<file path="config.mk">
export PLATFORM = sky130hd
export DESIGN_NAME = alu_sequencer_flat
export DESIGN_NICKNAME = d
export VERILOG_FILES = /design/src/rtl/alu_ctrl_pkg.sv /design/src/rtl/alu_sequencer_if.sv /design/src/rtl/alu_op_decode.sv /design/src/rtl/alu_sequencer.sv /design/src/flat_wrapper.sv
export SDC_FILE = /design/constraint.sdc
export NUM_CORES = 1
export LEC_CHECK = 0
export CORE_MARGIN = 2
export CORE_UTILIZATION = 30
export CTS_CLUSTER_SIZE = 8
export DETAILED_ROUTE_END_ITERATION = 7
export PLACE_DENSITY = 0.62
export SETUP_SLACK_MARGIN = 0.1
export SYNTH_ARGS = -nofsm -noshare
export SYNTH_HDL_FRONTEND = slang
export SYNTH_SLANG_ARGS = --single-unit
</file>
<file path="constraint.sdc">
create_clock -name clk -period 2.53 [get_ports clk]
set_input_delay 0.506 -clock clk [delete_from_list [all_inputs] [get_ports clk]]
set_output_delay 0.506 -clock clk [all_outputs]
set_load 0.005 [all_outputs]
</file>
<file path="src/rtl/alu_ctrl_pkg.sv">
// Shared constants for the ALU instruction sequencer: opcode values,
// counter width and the control state encoding.
package alu_ctrl_pkg;

  localparam logic [4:0] OP_ADD  = 5'b00011;
  localparam logic [4:0] OP_SUB  = 5'b00100;
  localparam logic [4:0] OP_SHR  = 5'b00101;
  localparam logic [4:0] OP_SHL  = 5'b00110;
  localparam logic [4:0] OP_ROR  = 5'b00111;
  localparam logic [4:0] OP_ROL  = 5'b01000;
  localparam logic [4:0] OP_AND  = 5'b01001;
  localparam logic [4:0] OP_OR   = 5'b01010;
  localparam logic [4:0] OP_AND2 = 5'b01100;
  localparam logic [4:0] OP_OR2  = 5'b01101;
  localparam logic [4:0] OP_MUL  = 5'b01110;
  localparam logic [4:0] OP_DIV  = 5'b01111;
  localparam logic [4:0] OP_NEG  = 5'b10000;
  localparam logic [4:0] OP_NOT  = 5'b10001;

  localparam int CNT_W = 5;

  typedef enum logic [2:0] {
    ST_IDLE = 3'd0,
    ST_T3   = 3'd1,
    ST_T4   = 3'd2,
    ST_T5   = 3'd3,
    ST_T6   = 3'd4,
    ST_DONE = 3'd5
  } state_t;

endpackage

</file>
<file path="src/rtl/alu_sequencer_if.sv">
// Instruction request and datapath strobe bundle between an issuer and
// the ALU sequencer.
interface alu_sequencer_if;
  logic       start;
  logic [4:0] opcode;
  logic [3:0] ra;
  logic [3:0] rb;
  logic [3:0] rc;
  logic       busy;
  logic       done;
  logic       illegal;
  logic [3:0] reg_sel;
  logic       reg_out;
  logic       reg_in;
  logic       y_in;
  logic       z_in;
  logic       zlo_out;
  logic       zhi_out;
  logic       lo_in;
  logic       hi_in;
  logic [4:0] alu_opcode;

  modport master (
    output start, opcode, ra, rb, rc,
    input  busy, done, illegal, reg_sel, reg_out, reg_in, y_in, z_in,
           zlo_out, zhi_out, lo_in, hi_in, alu_opcode
  );

  modport slave (
    input  start, opcode, ra, rb, rc,
    output busy, done, illegal, reg_sel, reg_out, reg_in, y_in, z_in,
           zlo_out, zhi_out, lo_in, hi_in, alu_opcode
  );
endinterface

</file>
<file path="src/rtl/alu_op_decode.sv">
// Combinational opcode classifier: legality, unary (single source) and
// multi-cycle multiply/divide.
module alu_op_decode
  import alu_ctrl_pkg::*;
(
  input  logic [4:0] opcode,
  output logic       legal,
  output logic       is_unary,
  output logic       is_muldiv
);

  // Classify the opcode into the three control attributes.
  always_comb begin
    legal     = 1'b0;
    is_unary  = 1'b0;
    is_muldiv = 1'b0;
    case (opcode)
      OP_ADD, OP_SUB, OP_SHR, OP_SHL, OP_ROR, OP_ROL,
      OP_AND, OP_OR, OP_AND2, OP_OR2: begin
        legal = 1'b1;
      end
      OP_MUL, OP_DIV: begin
        legal     = 1'b1;
        is_muldiv = 1'b1;
      end
      OP_NEG, OP_NOT: begin
        legal    = 1'b1;
        is_unary = 1'b1;
      end
      default: begin
        legal = 1'b0;
      end
    endcase
  end

endmodule

</file>
<file path="src/rtl/alu_sequencer.sv">
// ALU instruction sequencer: steps one accepted instruction through the
// T3..T6 control phases, holding T4 for MD_CYCLES cycles on mul/div.
// All outputs are registered Moore outputs decoded from the next state,
// so they line up with the state they describe.
module alu_sequencer
  import alu_ctrl_pkg::*;
#(
  parameter int unsigned MD_CYCLES = 4
)
(
  input  logic            clk,
  input  logic            clr,
  alu_sequencer_if.slave  bus
);

  localparam logic [CNT_W-1:0] MD_LAST = CNT_W'(MD_CYCLES);

  state_t           state_q, state_d;
  logic [CNT_W-1:0] cnt_q, cnt_d;
  logic [4:0]       op_q, op_d;
  logic [3:0]       ra_q, ra_d, rb_q, rb_d, rc_q, rc_d;
  logic             unary_q, unary_d;
  logic             muldiv_q, muldiv_d;
  logic             ill_q, ill_d;
  logic             z_fire;

  logic             busy_q, busy_d;
  logic             done_q, done_d;
  logic             illegal_q, illegal_d;
  logic [3:0]       reg_sel_q, reg_sel_d;
  logic             reg_out_q, reg_out_d;
  logic             reg_in_q, reg_in_d;
  logic             y_in_q, y_in_d;
  logic             z_in_q, z_in_d;
  logic             zlo_out_q, zlo_out_d;
  logic             zhi_out_q, zhi_out_d;
  logic             lo_in_q, lo_in_d;
  logic             hi_in_q, hi_in_d;
  logic [4:0]       alu_opcode_q, alu_opcode_d;

  logic             dec_legal, dec_unary, dec_muldiv;

  alu_op_decode u_decode (
    .opcode    (bus.opcode),
    .legal     (dec_legal),
    .is_unary  (dec_unary),
    .is_muldiv (dec_muldiv)
  );

  // Next-state, latched-field and next-output computation.
  always_comb begin
    state_d  = state_q;
    cnt_d    = cnt_q;
    op_d     = op_q;
    ra_d     = ra_q;
    rb_d     = rb_q;
    rc_d     = rc_q;
    unary_d  = unary_q;
    muldiv_d = muldiv_q;
    ill_d    = ill_q;
    z_fire   = 1'b0;

    case (state_q)
      ST_IDLE: begin
        if (bus.start) begin
          op_d     = bus.opcode;
          ra_d     = bus.ra;
          rb_d     = bus.rb;
          rc_d     = bus.rc;
          unary_d  = dec_unary;
          muldiv_d = dec_muldiv;
          ill_d    = !dec_legal;
          cnt_d    = '0;
          state_d  = dec_legal ? ST_T3 : ST_DONE;
        end
      end
      ST_T3: begin
        // cnt counts T4 cycles including the one being entered.
        state_d = ST_T4;
        cnt_d   = CNT_W'(1);
        z_fire  = !muldiv_q || (MD_LAST == CNT_W'(1));
      end
      ST_T4: begin
        if (muldiv_q && (cnt_q != MD_LAST)) begin
          cnt_d  = cnt_q + CNT_W'(1);
          z_fire = ((cnt_q + CNT_W'(1)) == MD_LAST);
        end else begin
          cnt_d   = '0;
          state_d = ST_T5;
        end
      end
      ST_T5: begin
        state_d = muldiv_q ? ST_T6 : ST_DONE;
      end
      ST_T6: begin
        state_d = ST_DONE;
      end
      ST_DONE: begin
        state_d = ST_IDLE;
      end
      default: begin
        state_d = ST_IDLE;
      end
    endcase

    busy_d       = (state_d != ST_IDLE);
    done_d       = 1'b0;
    illegal_d    = 1'b0;
    reg_sel_d    = '0;
    reg_out_d    = 1'b0;
    reg_in_d     = 1'b0;
    y_in_d       = 1'b0;
    z_in_d       = 1'b0;
    zlo_out_d    = 1'b0;
    zhi_out_d    = 1'b0;
    lo_in_d      = 1'b0;
    hi_in_d      = 1'b0;
    alu_opcode_d = '0;

    case (state_d)
      ST_T3: begin
        reg_sel_d = rb_d;
        reg_out_d = 1'b1;
        y_in_d    = 1'b1;
      end
      ST_T4: begin
        alu_opcode_d = op_d;
        z_in_d       = z_fire;
        if (!unary_d) begin
          reg_sel_d = rc_d;
          reg_out_d = 1'b1;
        end
      end
      ST_T5: begin
        zlo_out_d = 1'b1;
        if (muldiv_d) begin
          lo_in_d = 1'b1;
        end else begin
          reg_sel_d = ra_d;
          reg_in_d  = 1'b1;
        end
      end
      ST_T6: begin
        zhi_out_d = 1'b1;
        hi_in_d   = 1'b1;
      end
      ST_DONE: begin
        done_d    = 1'b1;
        illegal_d = ill_d;
      end
      default: begin
        busy_d = busy_d;
      end
    endcase
  end

  // State, counter, latched fields and registered outputs; clr wins over start.
  always_ff @(posedge clk) begin
    if (!clr) begin
      state_q      <= ST_IDLE;
      cnt_q        <= '0;
      op_q         <= '0;
      ra_q         <= '0;
      rb_q         <= '0;
      rc_q         <= '0;
      unary_q      <= 1'b0;
      muldiv_q     <= 1'b0;
      ill_q        <= 1'b0;
      busy_q       <= 1'b0;
      done_q       <= 1'b0;
      illegal_q    <= 1'b0;
      reg_sel_q    <= '0;
      reg_out_q    <= 1'b0;
      reg_in_q     <= 1'b0;
      y_in_q       <= 1'b0;
      z_in_q       <= 1'b0;
      zlo_out_q    <= 1'b0;
      zhi_out_q    <= 1'b0;
      lo_in_q      <= 1'b0;
      hi_in_q      <= 1'b0;
      alu_opcode_q <= '0;
    end else begin
      state_q      <= state_d;
      cnt_q        <= cnt_d;
      op_q         <= op_d;
      ra_q         <= ra_d;
      rb_q         <= rb_d;
      rc_q         <= rc_d;
      unary_q      <= unary_d;
      muldiv_q     <= muldiv_d;
      ill_q        <= ill_d;
      busy_q       <= busy_d;
      done_q       <= done_d;
      illegal_q    <= illegal_d;
      reg_sel_q    <= reg_sel_d;
      reg_out_q    <= reg_out_d;
      reg_in_q     <= reg_in_d;
      y_in_q       <= y_in_d;
      z_in_q       <= z_in_d;
      zlo_out_q    <= zlo_out_d;
      zhi_out_q    <= zhi_out_d;
      lo_in_q      <= lo_in_d;
      hi_in_q      <= hi_in_d;
      alu_opcode_q <= alu_opcode_d;
    end
  end

  assign bus.busy       = busy_q;
  assign bus.done       = done_q;
  assign bus.illegal    = illegal_q;
  assign bus.reg_sel    = reg_sel_q;
  assign bus.reg_out    = reg_out_q;
  assign bus.reg_in     = reg_in_q;
  assign bus.y_in       = y_in_q;
  assign bus.z_in       = z_in_q;
  assign bus.zlo_out    = zlo_out_q;
  assign bus.zhi_out    = zhi_out_q;
  assign bus.lo_in      = lo_in_q;
  assign bus.hi_in      = hi_in_q;
  assign bus.alu_opcode = alu_opcode_q;

endmodule
</file>
<file path="src/flat_wrapper.sv">
// flat-port wrapper written by rule: the top's interface ports become plain ports
module alu_sequencer_flat import alu_ctrl_pkg::*;
#(
  parameter int unsigned MD_CYCLES = 4
)
  (clk, clr, bus_start, bus_opcode, bus_ra, bus_rb, bus_rc, bus_busy, bus_done, bus_illegal, bus_reg_sel, bus_reg_out, bus_reg_in, bus_y_in, bus_z_in, bus_zlo_out, bus_zhi_out, bus_lo_in, bus_hi_in, bus_alu_opcode);
  alu_sequencer_if bus_i ();
  input  logic clk;
  input  logic clr;
  input wire logic [$bits(bus_i.start)-1:0] bus_start;
  input wire logic [$bits(bus_i.opcode)-1:0] bus_opcode;
  input wire logic [$bits(bus_i.ra)-1:0] bus_ra;
  input wire logic [$bits(bus_i.rb)-1:0] bus_rb;
  input wire logic [$bits(bus_i.rc)-1:0] bus_rc;
  output wire logic [$bits(bus_i.busy)-1:0] bus_busy;
  output wire logic [$bits(bus_i.done)-1:0] bus_done;
  output wire logic [$bits(bus_i.illegal)-1:0] bus_illegal;
  output wire logic [$bits(bus_i.reg_sel)-1:0] bus_reg_sel;
  output wire logic [$bits(bus_i.reg_out)-1:0] bus_reg_out;
  output wire logic [$bits(bus_i.reg_in)-1:0] bus_reg_in;
  output wire logic [$bits(bus_i.y_in)-1:0] bus_y_in;
  output wire logic [$bits(bus_i.z_in)-1:0] bus_z_in;
  output wire logic [$bits(bus_i.zlo_out)-1:0] bus_zlo_out;
  output wire logic [$bits(bus_i.zhi_out)-1:0] bus_zhi_out;
  output wire logic [$bits(bus_i.lo_in)-1:0] bus_lo_in;
  output wire logic [$bits(bus_i.hi_in)-1:0] bus_hi_in;
  output wire logic [$bits(bus_i.alu_opcode)-1:0] bus_alu_opcode;
  assign bus_i.start = bus_start;
  assign bus_i.opcode = bus_opcode;
  assign bus_i.ra = bus_ra;
  assign bus_i.rb = bus_rb;
  assign bus_i.rc = bus_rc;
  assign bus_busy = bus_i.busy;
  assign bus_done = bus_i.done;
  assign bus_illegal = bus_i.illegal;
  assign bus_reg_sel = bus_i.reg_sel;
  assign bus_reg_out = bus_i.reg_out;
  assign bus_reg_in = bus_i.reg_in;
  assign bus_y_in = bus_i.y_in;
  assign bus_z_in = bus_i.z_in;
  assign bus_zlo_out = bus_i.zlo_out;
  assign bus_zhi_out = bus_i.zhi_out;
  assign bus_lo_in = bus_i.lo_in;
  assign bus_hi_in = bus_i.hi_in;
  assign bus_alu_opcode = bus_i.alu_opcode;
  alu_sequencer #(.MD_CYCLES(MD_CYCLES)) u_core (.clk(clk), .clr(clr), .bus(bus_i));
endmodule
</file>
## Word-level counts from Yosys, hierarchy flattened

Index checks and enable logic that the tools add are counted.

- Mux-type cells: 38
- Equal/unequal tests: 26
- $add $sub $neg: 1
- Reductions and logical operators: 13

Operator list:

| cell | count |
|---|---|
| 5-bit by 4-bit equality test with 1-bit output (second input constant) | 7 |
| 4-bit 2-to-1 mux | 8 |
| 5-bit by 3-bit equality test with 1-bit output (second input constant) | 5 |
| 5-bit 2-to-1 mux | 4 |
| 1-bit 2-to-1 mux | 18 |
| 3-bit one-hot mux with 5 select lines | 1 |
| 5-bit one-hot mux with 3 select lines | 1 |
| 14-bit OR reduction | 1 |
| 3-bit by 2-bit equality test with 1-bit output (second input constant) | 4 |
| 4-bit one-hot mux with 3 select lines | 1 |
| 5-bit equality test (second input constant) | 2 |
| 3-bit equality test (second input constant) | 3 |
| 3-bit 2-to-1 mux | 3 |
| 2-bit AND reduction | 4 |
| 3-bit by 1-bit equality test with 1-bit output (second input constant) | 2 |
| 3-bit nonzero test | 2 |
| 5-bit by 1-bit adder with 5-bit output (second input constant) | 1 |
| 5-bit by 2-bit equality test with 1-bit output (second input constant) | 1 |
| 5-bit by 3-bit inequality test with 1-bit output (second input constant) | 1 |
| 1-bit one-hot mux with 2 select lines | 2 |
| 2-bit OR reduction | 2 |
| 3-bit zero test | 1 |
| 1-bit zero test | 2 |
| 2-bit inequality test (second input constant) | 1 |
| 1-bit logical AND | 1 |

- Register bits after elaboration: 47
- Input bits: 20
- Output and inout port bits: 20
- Logic and storage cells: 99

## Depth between registers and ports, before layout

Gate-level depths: netlist (run 1).

- Word-level depth: 8
- Depth in mapped cells: 7
- Mapped depth without buffers: 7

## By module

A second synthesis (run 1) with hierarchy kept.

- Cell total of the unflattened synthesis: 223
- Area, all modules: 1959.4 µm²

By module, submodules not included:

| module | cells each | area an instance (µm²) | instances | seq. area each (µm²) |
|---|---|---|---|---|
| alu_sequencer | 215 | 1891.8 | 1 | 860.8 |
| alu_op_decode | 8 | 67.6 | 1 | 0.0 |

## Least setup slack after synthesis (run 1)

No wires, ideal clock.

- Path type: input to register
- From: in bus_start
- To: reg u_core.reg_sel_q[1] (netlist: u_core.bus.reg_sel[1])
- Path slack: 0.873 ns
- Data required time: 2.460 ns
- Stages: 6
- Data arrival time: 1.587 ns
- Buffers on the path: 1
- Library setup time: 0.070 ns
- Cells stage by stage: nor4b_2 -> buf_4 -> mux2i_1 -> nand2_1 -> o22a_1 -> a21oi_1

- Word-level cells in the longest chain between the ends: 4
- Elaborated cells on any way between the ends: 18
- Those cells by class: eq/ne (3); mux (15)

Ends and longest elaborated chain:

| element | RTL line | source |
|---|---|---|
| from (decl) | flat_wrapper.sv:10 | `input wire logic [$bits(bus_i.start)-1:0] bus_start;` |
| 3-bit 2-to-1 mux, or another cell as far along | alu_sequencer.sv:65 | `if (bus.start) begin` |
| 3-bit one-hot mux with 5 select lines, or another cell as far along | alu_sequencer.sv:63 | `case (state_q)` |
| 3-bit by 2-bit equality test with 1-bit output, or another cell as far along | alu_sequencer.sv:120 | `case (state_d)` |
| 4-bit one-hot mux with 3 select lines (*) | alu_sequencer.sv:120 |  |
| to (signal assigned) | alu_sequencer.sv:195 | `reg_sel_q <= reg_sel_d;` |
| to (decl) | alu_sequencer.sv:30 | `logic [3:0] reg_sel_q, reg_sel_d;` |

Mark *: on every way between the ends. The rest lies on a longest branch, timed or not.
A chain may end at the register's enable or synchronous reset.

## Final worst setup path (run 1)

- From: in bus_start
- To: reg u_core.reg_sel_q[3] (netlist: u_core.bus.reg_sel[3])

The elaborated chain is that of the path after synthesis.

==> results of run 1 <==
registers in the layout, summed over array words and instances (netlist names):
signal                 flops
u_core.bus.reg_in          1
u_core.bus.busy            1
u_core.bus.zhi_out         1
u_core.ill_q               1
u_core.bus.done            1
u_core.ra_q                4
u_core.bus.illegal         1
u_core.unary_q             1
u_core.bus.reg_out         1
u_core.state_q             3
u_core.cnt_q               5
u_core.op_q                5
u_core.bus.reg_sel         4
u_core.bus.zlo_out         1
u_core.bus.lo_in           1
u_core.bus.z_in            1
u_core.bus.alu_opcode      5
u_core.rc_q                4
u_core.muldiv_q            1
u_core.bus.y_in            1
through the flow:
stage	hold WS, ps	area, µm²
2_1_floorplan	431.1	1862
3_3_place_gp	438.4	2312
3_5_place_dp	444.5	2312
4_1_cts	457.5	2394
5_1_grt	480.2	2394
6_report	454.8	2394
Yosys cell counts (all sizes together) (4+ instances only):
cell type	number	area, µm²
o21ai	5	28.77
a21oi	11	58.81
o22a	4	35.03
nand3	7	35.03
nor2	8	30.03
a21boi	10	75.07
dfxtp	43	860.8
mux2i	10	100.1
nand2	17	63.81
and2	4	25.02
or2b	4	32.53
nor2b	19	118.9
inv	7	26.28
buf	8	68.81
path summary, 6_finish.rpt:
kind / to / slack [ps]
max reg2reg: u_core.bus.reg_sel[1]$_SDFF_PN0_ / 630
min: u_core.op_q[3]$_SDFF_PN0_ / 450
max: u_core.bus.reg_sel[3]$_SDFF_PN0_ / 510
min reg2reg: u_core.op_q[3]$_SDFF_PN0_ / 450
cell type report:
type                    instances  area, µm²
fillers                       604       3562
multi-input cells             131      903.4
flip-flops and latches         43      860.8
repair buffers                 44      427.9
well taps                      75      93.84
clock buffers                   7      76.32
inverters                       7      26.28
clock inverters                 1      5.005
power groups by stage:
stage	Sequential [mW]	Clock, mW	Combinational, mW
after global placement	0.888	0	0.617
after floorplan	0.840	0	0.473
final	0.871	0.424	0.618
after CTS	0.873	0.435	0.625
after detailed placement	0.887	0	0.621
after global routing	0.888	0.464	0.696
worst register-to-register path, delay by kind of cell, from the launching register on:
| family | cells | cell delay [ps] |
|---|---|---|
| AOI/OAI and AO/OA | 3 | 740 |
| and+or+nand+nor | 2 | 510 |
| DFF | 1 | 590 |
layer usage:
layer	vias up	track usage	wire length [µm]
met5	-	0	0
met4	0	0.04426	23
met3	3	0.04004	181
met2	27	0.1847	1678
met1	646	0.1583	1879
li1	733	-	-
kinds of logic after synthesis:
group | share of synthesized area
adder cells (fa/ha/maj) | 0.02016
multiplexers | 0.05377
buffers and inverters | 0.05712
AND/OR/NAND/NOR | 0.2493
XOR/XNOR | 0.01882
AO/OA/AOI/OAI | 0.1384
flip-flops | 0.4624
==> results.txt, run 1 <==
post-synth design cell area: 1862 µm²
routed wire length: 3762 µm
clock slew at reported path FFs: 80 ps
Ant. Diodes: 0
CTS root buf: clkbuf_8
Seq/Total Area, Yosys: 0.4624
post-layout power: 1.913 mW
Crit path largest cell delay: 530 ps
hold buffers post-CTS: 0
Crit Path Category: in -> reg
most frequent cells in the layout: 43 x dfxtp_1, 39 x clkdlybuf4s50_1, 19 x nor2b_1, 17 x nand2_1
Overflow after GRT: 0
wire per inst: 12.21 µm
commonest non-fill, non-tap cell in the layout: dfxtp_1
Logic pwr share: 0.323
Hold Crit Class: reg -> reg
VDD IR max: 0.0003798 V
largest net degree at the start of global routing: 21
Unique masters post-synth: 47
Post-CTS Setup Repair Bufs: 0
Worst path depth: 6
DIE WIDTH: 82.78 µm
I/O Buffers: 39
FFs w/ async S/R, synth: 0
CP Buf/Inv Count: 2
Critical Path, Cell by Cell: clkdlybuf4s50_1 > nor4b_4 > buf_4 > mux2i_1 > o22a_1 > a21oi_1
PostCTS Resize Cnt: 0
Critical Path RT: 2700 ps
final period utilization: 0.7974
Critical Path AT: 2180 ps
Residual DRC: 0
DP Worst Slack: 216.0 ps
R2R depth: 5
row cnt: 28
clock power share: 0.222
vias in the first global route: 1382
Worst Skew: 9.059 ps
global-route wire length before repair: 6230 µm
Detail Route Antenna Nets: 0
RSZ-0062 raised after global routing: false
reg-to-reg startpoint: u_core.state_q[1]$_SDFF_PN0_
DR vias/cell: 4.575
Finished Core Util: 0.4019
area added between synthesis and finish: 28.56%
htree depth: 2
Fmax: 495.7 MHz
Worst setup EP type: flop
Critical Path Start: bus_start
Power Density: 799.2 nW/µm²
Final setup viols: 0
Final GP Congestion: 0.7359
via count: 1409
Reg power frac: 0.455
share of cells above drive strength 1: 0.08584
Worst-Margin Slew: 659.1 ps
Net Sw Frac: 0.3187
EDFF count, synth: 0
Final TNS setup: 0 ps
cell-internal power: 1.303 mW
synthesized area per cell: 9.697 µm²
Pre-Repair DR Iteration Count: 4
CTS Buf Count: 5
DIE AREA: 6852 µm²
GRT Overall Usage: 0.1207
Max Cap Violations: 0
Warnings, synthesis: 0
maximum root-to-sink buffer count: 2
Hold Vio Cnt, Final: 0
IO Pins: 40
CTS tree: built
hpwl dp: 2667 µm
worst-path fanout max: 19
CP max stage cell: clkdlybuf4s50_1
Syn Nets: 215
Synth Register Bits: 43
CP delay by family, top: buffers and inverters
predominant post-synthesis flop cell: dfxtp_1
status: finished, final reports clean
initial antenna violation count: 0
hold path cells: 2
clock sink total: 43
crit path launch type: primary input
worst rel slew slack: 0.5592
post-synthesis cell count: 192
height of the chip: 82.78 µm
PnR worst setup slack: 512.5 ps
hold path startpoint: u_core.op_q[3]$_SDFF_PN0_
crit path time final: 2018 ps
# placed instances: 300
Final Non-Filler Cells: 308
core area: 5956 µm²
fin. max-slew vios: 0
DRT iter0 DRCs: 36
Clk Latency, worst-skew pair: 290 ps
Initial Util: 0.3126
Final nets: 255
Leak: 0.8902 nW
NetSw: 609.7 µW
No activity file was read; power rests on OpenSTA's default activity.
==> inputs of run 2 (changes only) <==
clock period = 2.05 ns   (was 2.53 ns; I/O delays follow)
==> results.txt, run 2 (same netlist as run 1, synthesis figures left out) <==
status: finished, final reports clean
hold buffers post-CTS: 0 (unchanged)
Logic pwr share: 0.336 (+0.013)
Final TNS setup: 0 ps (unchanged)
# fillers: 582 (-3.6%)
maximum root-to-sink buffer count: 2 (unchanged)
share of cells above drive strength 1: 0.1613 (+0.07545)
I/O Buffers: 39 (unchanged)
Residual DRC: 0 (unchanged)
Detail Route Antenna Nets: 0 (unchanged)
initial antenna violation count: 0 (unchanged)
Reg2Reg Setup Slack: 270 ps (-360 ps)
Pre-Repair DR Iteration Count: 4 (unchanged)
CP Buf/Inv Count: 1 (-1)
Crit path largest cell delay: 490 ps (-40 ps)
final period utilization: 0.8827
R2R Path End: u_core.bus.reg_sel[0]$_SDFF_PN0_
worst-path fanout max: 5 (-14)
worst rel slew slack: 0.6656 (+0.1064)
post-route cell area: 2576 µm² (+7.6%)
Final Non-Filler Cells: 323 (+4.9%)
Clk Latency, worst-skew pair: 290 ps (about the same)
end of the worst hold path: u_core.op_q[3]$_SDFF_PN0_
crit path time final: 1810 ps
clock sink total: 43 (unchanged)
wire per inst: 11.75 µm (-3.8%)
Leak: 1.006 nW (+13%)
Worst Skew: 5.595 ps (-3.464 ps)
Fmax: 552.6 MHz
via count: 1432 (+1.6%)
DIE AREA: 6852 µm² (unchanged)
Crit Path Category: in -> reg
Overflow after GRT: 0 (unchanged)
R2R depth: 5 (unchanged)
reg-to-reg startpoint: u_core.state_q[1]$_SDFF_PN0_
area added between synthesis and finish: 38.37%
hpwl dp: 2769 µm (+3.8%)
Critical Path AT: 1990 ps (-190 ps)
Worst-Margin Slew: 498.3 ps (-160.9 ps)
Worst setup EP type: flop
clock power share: 0.256 (+0.034)
Final setup viols: 0 (unchanged)
DRT iter0 DRCs: 50 (+39%)
Final nets: 270 (+5.9%)
# placed instances: 313 (+4.3%)
Max Cap Violations: 0 (unchanged)
hold path startpoint: u_core.op_q[3]$_SDFF_PN0_
fin. max-slew vios: 0 (unchanged)
CP delay by family, top: simple AND/OR/NAND/NOR gates
hold path cells: 2 (unchanged)
NetSw: 769.4 µW (+26%)
RSZ-0062 raised after global routing: false
most frequent cells in the layout: 43 x dfxtp_1, 37 x clkdlybuf4s50_1, 19 x nor2b_1, 19 x buf_4, 17 x nand2_1
CP max stage cell: clkdlybuf4s50_1
VDD IR max: 0.0004540 V (+20%)
IO Pins: 40 (unchanged)
Power Density: 1015 nW/µm² (+27%)
DP Worst Slack: -161.0 ps (-376.9 ps)
crit path launch type: primary input
Hold Vio Cnt, Final: 0 (unchanged)
core area: 5956 µm² (unchanged)
commonest non-fill, non-tap cell in the layout: dfxtp_1
GRT Overall Usage: 0.1214 (+0.0006622)
Reg power frac: 0.408 (-0.047)
Hold Crit Class: reg -> reg
Critical Path, Cell by Cell: clkdlybuf4s50_1 > or3b_1 > a21oi_2 > nor3_2 > o21ai_2 > and3b_1
Placed Area: 2410 µm² (+4.2%)
htree depth: 2 (unchanged)
vias in the first global route: 1366 (-1.2%)
Critical Path RT: 2230 ps (-470 ps)
Initial Util: 0.3126 (unchanged)
Final GP Congestion: 0.7880 (+7.1%)
Net Sw Frac: 0.2943 (-0.02442)
clock slew at reported path FFs: 80 ps (about the same)
CTS Buf Count: 5 (unchanged)
Ant. Diodes: 0 (unchanged)
cell-internal power: 1.845 mW (+42%)
hold slack: 455.5 ps (+0.6750 ps)
DR vias/cell: 4.433 (-3.1%)
row cnt: 28 (unchanged)
DIE WIDTH: 82.78 µm (unchanged)
routed wire length: 3795 µm (+0.88%)
CTS tree: built
largest net degree at the start of global routing: 22 (+4.8%)
PnR worst setup slack: 240.4 ps (-272.1 ps)
height of the chip: 82.78 µm (unchanged)
CTS root buf: clkbuf_8
global-route wire length before repair: 6251 µm (+0.34%)
run 2: cell types whose count changed in the layout (fill, tap and decap cells not counted), moves of 2 or more:
cell,before,now
dlymetal6s2s_1,0,2
buf_4,5,19
clkdlybuf4s50_1,39,37
clkbuf_1,2,0
run 2: repair_timing:
item                                    4_1_cts  5_1_grt
endpoints found under the setup margin        4        5
setup buffers                                 0        2
hold endpoints to repair                      0        0
pin swaps                                     0        1
resized for setup                             1        6
run 2: layout make-up:
cell class | count | area, µm² | area share
timing repair buffer | 59 | 549.3 | 0.2132
multi-input combinational | 131 | 928.4 | 0.3604
clock inverter | 2 | 35.03 | 0.01360
clock buffer | 6 | 82.58 | 0.03205
inverter | 7 | 26.28 | 0.01020
tap | 75 | 93.84 | 0.03643
sequential | 43 | 860.8 | 0.3341
run 2: per-stage QoR:
stage / power, mW / util
floorplan: 1.620 / -
global placement: 1.945 / 0.4046
detailed placement: 1.951 / 0.4046
CTS: 2.634 / 0.4254
global route: 2.789 / 0.4326
finish: 2.614 / 0.4326
run 2: worst reg2reg max path, cell delays in order (launching register included):
cell	delay, ps
dfxtp_1	440
nor4b_4	430
mux2i_1	290
nand2b_1	190
o22a_1	250
a21oi_1	130
run 2: worst max path at each step:
stage	from	end	cells past startpoint
finish	bus_opcode[2]	u_core.bus.illegal$_SDFF_PN0_	6
global route	u_core.state_q[1]$_SDFF_PN0_	u_core.cnt_q[3]$_SDFFE_PN0P_	4
CTS	bus_start	u_core.bus.reg_sel[0]$_SDFF_PN0_	6
detailed placement	bus_opcode[3]	u_core.bus.reg_sel[0]$_SDFF_PN0_	7
global placement	bus_start	u_core.bus.reg_sel[2]$_SDFF_PN0_	6
floorplan	u_core.state_q[2]$_SDFF_PN0_	u_core.bus.reg_sel[1]$_SDFF_PN0_	7
run 2: routing by layer:
| metal | global-route usage | vias to the layer above | part of all wire |
|---|---|---|---|
| met2 | 0.1726 | 29 | 0.43 |
| met5 | 0 | - | 0 |
| li1 | - | 758 | - |
| met1 | 0.1660 | 639 | 0.51 |
| met3 | 0.04437 | 6 | 0.050 |
| met4 | 0.04754 | 0 | 0.013 |
run 2: power by group through the flow:
stage               clock [mW]  sequential (mW)  combinational, mW
CTS                      0.694             1.07              0.871
detailed placement           0             1.09              0.865
global route             0.726             1.09              0.977
floorplan                    0             1.04              0.584
finish                   0.670             1.07              0.877
global placement             0             1.09              0.859
